### config.mk
export PLATFORM = sky130hd
export DESIGN_NAME = output_uart_tx
export DESIGN_NICKNAME = d
export VERILOG_FILES = /design/src/rtl/output_uart_pkg.sv /design/src/rtl/uart_baud_tick.sv /design/src/rtl/output_uart_tx.sv
export SDC_FILE = /design/constraint.sdc
export NUM_CORES = 1
export LEC_CHECK = 0
export BUFFER_PORTS_ARGS = -buffer_cell sky130_fd_sc_hd__clkbuf_2
export CORE_ASPECT_RATIO = 0.5
export CORE_MARGIN = 2
export CORE_UTILIZATION = 55
export DETAILED_ROUTE_END_ITERATION = 8
export GPL_TIMING_DRIVEN = 0
export PLACE_DENSITY = 0.87
export SLEW_MARGIN = 20
export SYNTH_ARGS = -nofsm -noshare
export SYNTH_HDL_FRONTEND = slang
export SYNTH_SLANG_ARGS = --single-unit
### constraint.sdc
create_clock -name Clk -period 2.65 [get_ports Clk]
set_input_delay 0 -clock Clk [delete_from_list [all_inputs] [get_ports Clk]]
set_output_delay 0 -clock Clk [all_outputs]
set_load 0.02 [all_outputs]
### src/rtl/output_uart_pkg.sv
// output_uart_pkg: shared FSM encoding and UART framing constants for output_uart_tx.
// Exports the state enum, start/stop line levels, the data bit count and an even-parity helper.
// Optional macro OUTPUT_UART_PARITY_EN adds the PARITY state (8E1 instead of 8N1).
package output_uart_pkg;

  localparam logic UART_START_BIT = 1'b0;
  localparam logic UART_STOP_BIT  = 1'b1;
  localparam int   UART_DATA_BITS = 8;

  typedef enum logic [2:0] {
    ST_IDLE   = 3'd0,
    ST_START  = 3'd1,
    ST_DATA   = 3'd2,
`ifdef OUTPUT_UART_PARITY_EN
    ST_PARITY = 3'd3,
`endif
    ST_STOP   = 3'd4
  } uart_state_e;

  // Even parity bit: makes the total count of ones (data + parity) even.
  function automatic logic even_parity(input logic [7:0] b);
    return ^b;
  endfunction

endpackage

### src/rtl/uart_baud_tick.sv
// uart_baud_tick: bit-period divider; emits a one-cycle Tick on the last cycle of every bit.
// Ports: Clk, Rst (async active-low), Restart (hold counter at 0), Tick (count == CLK_DIV-1).
// Latency: Tick is combinational from the count register; no backpressure, free-running when not restarted.
module uart_baud_tick #(
  parameter int unsigned CLK_DIV = 868
) (
  input  logic Clk,
  input  logic Rst,
  input  logic Restart,
  output logic Tick
);

  localparam logic [15:0] DIV_LAST = 16'(CLK_DIV - 1);

  logic [15:0] div_cnt_q;
  logic [15:0] div_cnt_d;

  // Tick is suppressed while held in restart so the first bit of a frame
  // always gets its full CLK_DIV cycles.
  assign Tick = !Restart && (div_cnt_q == DIV_LAST);

  always_comb begin
    div_cnt_d = div_cnt_q + 16'd1;
    if (Restart || Tick) begin
      div_cnt_d = 16'd0;
    end
  end

  always_ff @(posedge Clk or negedge Rst) begin
    if (!Rst) begin
      div_cnt_q <= 16'd0;
    end else begin
      div_cnt_q <= div_cnt_d;
    end
  end

endmodule

### src/rtl/output_uart_tx.sv
// output_uart_tx: serialises every new CpuOutput value as two UART bytes (high byte first) on Tx.
// Ports: Clk, Rst (async active-low), CpuOutput[15:0], OverrunClr in; Tx, Busy, Overrun out.
// Latency: value change at edge N -> Tx start bit at edge N+2; a pair takes 20 (22 with parity) bit times.
// Optional macro OUTPUT_UART_PARITY_EN inserts an even parity bit after the data bits.
module output_uart_tx
  import output_uart_pkg::*;
#(
  parameter int unsigned CLK_DIV = 868
) (
  input  logic        Clk,
  input  logic        Rst,
  input  logic [15:0] CpuOutput,
  output logic        Tx,
  output logic        Busy,
  output logic        Overrun,
  input  logic        OverrunClr
);

  uart_state_e state_q, state_d;
  logic [15:0] last_sent_q, last_sent_d;
  logic [15:0] pending_q, pending_d;
  logic        pending_vld_q, pending_vld_d;
  logic [7:0]  shift_q, shift_d;
  logic [2:0]  bit_cnt_q, bit_cnt_d;
  logic        byte_sel_q, byte_sel_d;
  logic        overrun_q, overrun_d;
  logic        tx_q, tx_d;
  logic        busy_q;
  logic        tick;
`ifdef OUTPUT_UART_PARITY_EN
  logic        parity_q, parity_d;
`endif

  uart_baud_tick #(
    .CLK_DIV(CLK_DIV)
  ) u_baud (
    .Clk    (Clk),
    .Rst    (Rst),
    .Restart(state_q == ST_IDLE),
    .Tick   (tick)
  );

  // Next-state and datapath
  always_comb begin
    state_d       = state_q;
    last_sent_d   = last_sent_q;
    pending_d     = pending_q;
    pending_vld_d = pending_vld_q;
    shift_d       = shift_q;
    bit_cnt_d     = bit_cnt_q;
    byte_sel_d    = byte_sel_q;
    overrun_d     = overrun_q;
`ifdef OUTPUT_UART_PARITY_EN
    parity_d      = parity_q;
`endif

    case (state_q)
      ST_IDLE: begin
        if (pending_vld_q) begin
          last_sent_d   = pending_q;
          pending_vld_d = 1'b0;
          shift_d       = pending_q[15:8];
          byte_sel_d    = 1'b0;
`ifdef OUTPUT_UART_PARITY_EN
          parity_d      = even_parity(pending_q[15:8]);
`endif
          state_d       = ST_START;
        end
      end
      ST_START: begin
        if (tick) begin
          bit_cnt_d = 3'd0;
          state_d   = ST_DATA;
        end
      end
      ST_DATA: begin
        if (tick) begin
          shift_d   = {1'b0, shift_q[7:1]};
          bit_cnt_d = bit_cnt_q + 3'd1;
          if (bit_cnt_q == 3'(UART_DATA_BITS - 1)) begin
`ifdef OUTPUT_UART_PARITY_EN
            state_d = ST_PARITY;
`else
            state_d = ST_STOP;
`endif
          end
        end
      end
`ifdef OUTPUT_UART_PARITY_EN
      ST_PARITY: begin
        if (tick) begin
          state_d = ST_STOP;
        end
      end
`endif
      ST_STOP: begin
        if (tick) begin
          if (!byte_sel_q) begin
            // Second byte follows immediately, no idle gap.
            shift_d    = last_sent_q[7:0];
            byte_sel_d = 1'b1;
`ifdef OUTPUT_UART_PARITY_EN
            parity_d   = even_parity(last_sent_q[7:0]);
`endif
            state_d    = ST_START;
          end else begin
            state_d = ST_IDLE;
          end
        end
      end
      default: begin
        state_d = ST_IDLE;
      end
    endcase

    // Change detect compares against the post-copy LastSent/Pending so a
    // value arriving in the same cycle IDLE launches a frame lands in Pending
    // behind the value being sent, and a return to LastSent never cancels a
    // value still waiting.
    if (OverrunClr) begin
      overrun_d = 1'b0;
    end
    if ((CpuOutput != last_sent_d) && (!pending_vld_d || (CpuOutput != pending_d))) begin
      if (pending_vld_d) begin
        overrun_d = 1'b1;  // set wins over a simultaneous clear
      end
      pending_d     = CpuOutput;
      pending_vld_d = 1'b1;
    end
  end

  // Line level is registered from the next state so Tx and Busy move together.
  always_comb begin
    tx_d = UART_STOP_BIT;
    case (state_d)
      ST_START:  tx_d = UART_START_BIT;
      ST_DATA:   tx_d = shift_d[0];
`ifdef OUTPUT_UART_PARITY_EN
      ST_PARITY: tx_d = parity_d;
`endif
      default:   tx_d = UART_STOP_BIT;
    endcase
  end

  always_ff @(posedge Clk or negedge Rst) begin
    if (!Rst) begin
      state_q       <= ST_IDLE;
      last_sent_q   <= 16'h0000;
      pending_q     <= 16'h0000;
      pending_vld_q <= 1'b0;
      shift_q       <= 8'h00;
      bit_cnt_q     <= 3'd0;
      byte_sel_q    <= 1'b0;
      overrun_q     <= 1'b0;
      tx_q          <= UART_STOP_BIT;
      busy_q        <= 1'b0;
`ifdef OUTPUT_UART_PARITY_EN
      parity_q      <= 1'b0;
`endif
    end else begin
      state_q       <= state_d;
      last_sent_q   <= last_sent_d;
      pending_q     <= pending_d;
      pending_vld_q <= pending_vld_d;
      shift_q       <= shift_d;
      bit_cnt_q     <= bit_cnt_d;
      byte_sel_q    <= byte_sel_d;
      overrun_q     <= overrun_d;
      tx_q          <= tx_d;
      busy_q        <= (state_d != ST_IDLE);
`ifdef OUTPUT_UART_PARITY_EN
      parity_q      <= parity_d;
`endif
    end
  end

  assign Tx      = tx_q;
  assign Busy    = busy_q;
  assign Overrun = overrun_q;

endmodule

==> impl_results.rst <==
.. list-table::
   :header-rows: 1

   * - Metric
     - Value
   * - Outcome
     - complete, but fails checks
   * - Failing checks
     - setup timing
   * - Number of buffers and inverters on the critical path
     - 2
   * - Via count
     - 3239
   * - Endpoint arrival time on the critical path
     - around 3000 ps
   * - Clock-pin slew of the registers on the worst-case setup and hold paths
     - roughly 60 ps
   * - Number of antenna cells inserted
     - 0
   * - GRT Overall Usage
     - 28.65%
   * - Fraction of layout cells with a size suffix above 1
     - 20.34%
   * - Synthesized instance count
     - 348
   * - Library cell used as clock root buffer
     - sky130_fd_sc_hd__clkbuf_16
   * - Worst Min Path Start
     - CpuOutput[14]
   * - Layout Skew
     - 14.45 ps
   * - Most frequent cell after synthesis
     - sky130_fd_sc_hd__dfrtp_1
   * - CP Class
     - flop to flop
   * - Detail-routed via count per cell
     - 6.465
   * - Chain of cells forming the critical path
     - or4b_4 -> buf_12 -> a2111oi_4 -> a2bb2oi_1 -> and3_4 -> a31oi_4 -> clkbuf_16 -> mux2_4
   * - Library cell with the largest summed area after synthesis
     - sky130_fd_sc_hd__dfrtp_1
   * - Critical Path RT
     - 2870 ps
   * - Register Area
     - 1680 um^2
   * - Delay-heaviest family, CP
     - simple AND/OR/NAND/NOR gates
   * - Layout Cells excl Fill
     - 501
   * - Congestion Overflow GR
     - 0
   * - WHS
     - 12.52 ps
   * - Max Slew Vio Count
     - 0
   * - Startpoint types
     - flop
   * - Capturing point of the worst reg2reg path
     - pending_q[13]
   * - Die height
     - approximately 60 um
   * - Clock Path Buffers
     - 2
   * - Std-Cell Rows
     - 20
   * - HP Class
     - primary input to flop
   * - Number of top-level pins
     - 22
   * - Layout net count
     - 430
   * - Min-Delay Endpoint
     - pending_q[14]
   * - Chip width
     - 117.3 um
   * - Cells after DPL
     - roughly 460
   * - Final cell area excluding filler cells
     - 4444 um^2
   * - RD Place Congestion
     - 1.110
   * - Reg2Reg Depth
     - 8
   * - Unrepaired setup endpoints after global routing
     - true
   * - Die area
     - around 7100 um^2
   * - Total core area
     - 6131 um^2
   * - Count of distinct cell types in the synthesized netlist
     - 48
   * - Minimum setup slack after placement
     - -190.2 ps
   * - DPL Wire Length
     - between 5 and 6 mm
   * - H-tree levels
     - 3
   * - Worst stage delay on the critical path
     - roughly 570 ps
   * - DRT antenna net count
     - 0
   * - Hold depth
     - 2
   * - Area of the multi-input gates
     - 1762 um^2
   * - Initial core utilization
     - 57.61%
   * - Wire length of the first global-routing pass
     - 15.41 mm
   * - CP startpoint
     - state_q[2]
   * - Final setup vio count
     - 17
   * - Netlist area before placement
     - approximately 3500 um^2
   * - Maximum fanout count along the critical path
     - 8
   * - Net count of the mapped netlist
     - 370
   * - IR Drop Worst-Case VDD
     - between 0.0004 and 0.0005 V
   * - Number of antenna violations at the first check in global routing
     - 0
   * - First-pass DRT Iterations
     - 5
   * - Cell types with the largest area share after synthesis
     - sky130_fd_sc_hd__dfrtp_1 47%, sky130_fd_sc_hd__xor2_1 5.2%, sky130_fd_sc_hd__nand2_1 4.1%
   * - Register area share after synthesis
     - 47.50%
   * - Detailed-route wire length per cell
     - 21.68 um
   * - Total number of cells along the worst setup path
     - 8
   * - # Max-Cap Violations
     - 0
   * - DRC marker count from the first detailed-route iteration
     - 412
   * - Core Util, Final
     - approximately 72%
   * - Num CTS Buffers
     - 9
   * - Via count of the first global-routing pass
     - approximately 3000
   * - R2R Setup Slk
     - -160 ps
   * - Most common library cells after synthesis
     - 66 x sky130_fd_sc_hd__dfrtp_1, 39 x sky130_fd_sc_hd__nand2_1, 26 x sky130_fd_sc_hd__inv_1
   * - CTS tree
     - yes
   * - Maximum number of pins on one net before global-route repair
     - 39
   * - FMAX
     - 0.3560 GHz
   * - Total leakage power
     - 2.040 nW
   * - Port Buffer Count
     - 21
   * - Cell Area, Placed
     - roughly 3800 um^2
   * - Slew at the pin with the worst max-slew slack
     - 758.3 ps
   * - Share of flip-flops with an asynchronous set or reset
     - 100.0%
   * - Setup crit end kind
     - flop
   * - Routed wire length
     - 10.86 mm
   * - Time the worst path needs with I/O delays and setup
     - 2809 ps
   * - Insertion delay to the later sink of the worst-skew pair
     - 350 ps
   * - Portion of synthesized cell area occupied by the leading cell type
     - 46.76%
   * - Final period util
     - 106.0%
   * - Number of warnings printed during yosys synthesis
     - 0
   * - Flop and latch count out of synthesis
     - 67
   * - Power per standard cell area
     - about 600 nW/um^2
   * - CTS sink count
     - 67
   * - Final hold violations
     - 0
   * - Flip-flop cell with the highest count after synthesis
     - sky130_fd_sc_hd__dfrtp_1
   * - Mean cell area of the mapped netlist
     - 10.15 um^2
   * - Cell type of the slowest stage on the worst timing path
     - sky130_fd_sc_hd__or4b_4
   * - R2r startpoint
     - state_q[2]
   * - FILL cells
     - around 350
   * - Area overhead of the layout relative to synthesis
     - 25.82%
   * - PnR worst setup slack
     - -159.1 ps
   * - Count of flip-flops with a built-in enable after synthesis
     - 0
   * - Slew Limit Headroom
     - 49.17%
   * - DRC violations left
     - 0
flip-flops by register name (all words and copies together), names as in the netlist, 3 cells and up:
signal / cells
state_q: 3
u_baud.div_cnt_q: 16
last_sent_q: 16
pending_q: 16
shift_q: 8
bit_cnt_q: 3
metrics by stage:
step	total power, mW	TNS, ps
2_1_floorplan	1.185	0
3_3_place_gp	1.249	-1778
3_5_place_dp	1.262	-1581
4_1_cts	2.585	-20.14
5_1_grt	2.687	-2774
6_report	2.645	-1795
cell usage in the layout (no fill, tap or decap), drive strengths merged, types with 12 or more instances in the layout:
cell type / n
dfrtp: 66
nand2: 39
clkbuf: 39
inv: 28
nor2: 25
xor2: 21
nor2b: 16
mux2: 16
dlygate4sd3: 15
buf: 15
mux2i: 12
layer usage:
layer	GRT usage, %	wire length (um)
met1	34.52	4105
met5	0	0
met2	48.79	4757
met3	7.895	1198
met4	16.35	801
final cells by class:
cell class	instances	area share, %
Sequential cell	67	37.81
Multi-Input combinational cell	245	39.64
Timing Repair Buffer	49	8.840
Inverter	27	2.280
Clock inverter	5	1.914
Buffer	9	1.577
Clock buffer	11	5.462
Tap cell	88	2.477
report_power, final:
group	internal (mW)	switching, mW
Combinational	0.0892	0.114
Clock	0.857	0.493
Sequential	1.05	0.0377
logic make-up after synthesis:
kind of cell,Yosys count,synth area share (%)
buffers and inverters,36,4.286
and+or+nand+nor,130,18.35
DFF,67,47.50
AOI/OAI and AO/OA,53,11.76
muxes,28,9.352
xor gates and xnor gates,31,7.687
adders and majority gates,3,1.063
timing repair:
| action | 4_1_cts | 5_1_grt |
|---|---|---|
| resized for setup | 8 | 14 |
| setup buffers | 3 | 8 |
| endpoints found under the hold margin | 43 | 0 |
| hold buffers | 15 | 0 |
| endpoints found under the setup margin | 25 | 24 |
| pin swaps | 2 | 4 |
| gates cloned | 0 | 1 |
how the worst max path moves through the flow:
| stage | to |
|---|---|
| final | pending_q[13] |
| after CTS | pending_q[9] |
| after global placement | pending_q[12] |
| after floorplan | pending_q[10] |
| after global routing | pending_q[13] |
| after detailed placement | pending_q[14] |
(Power assumes the default switching activity.)
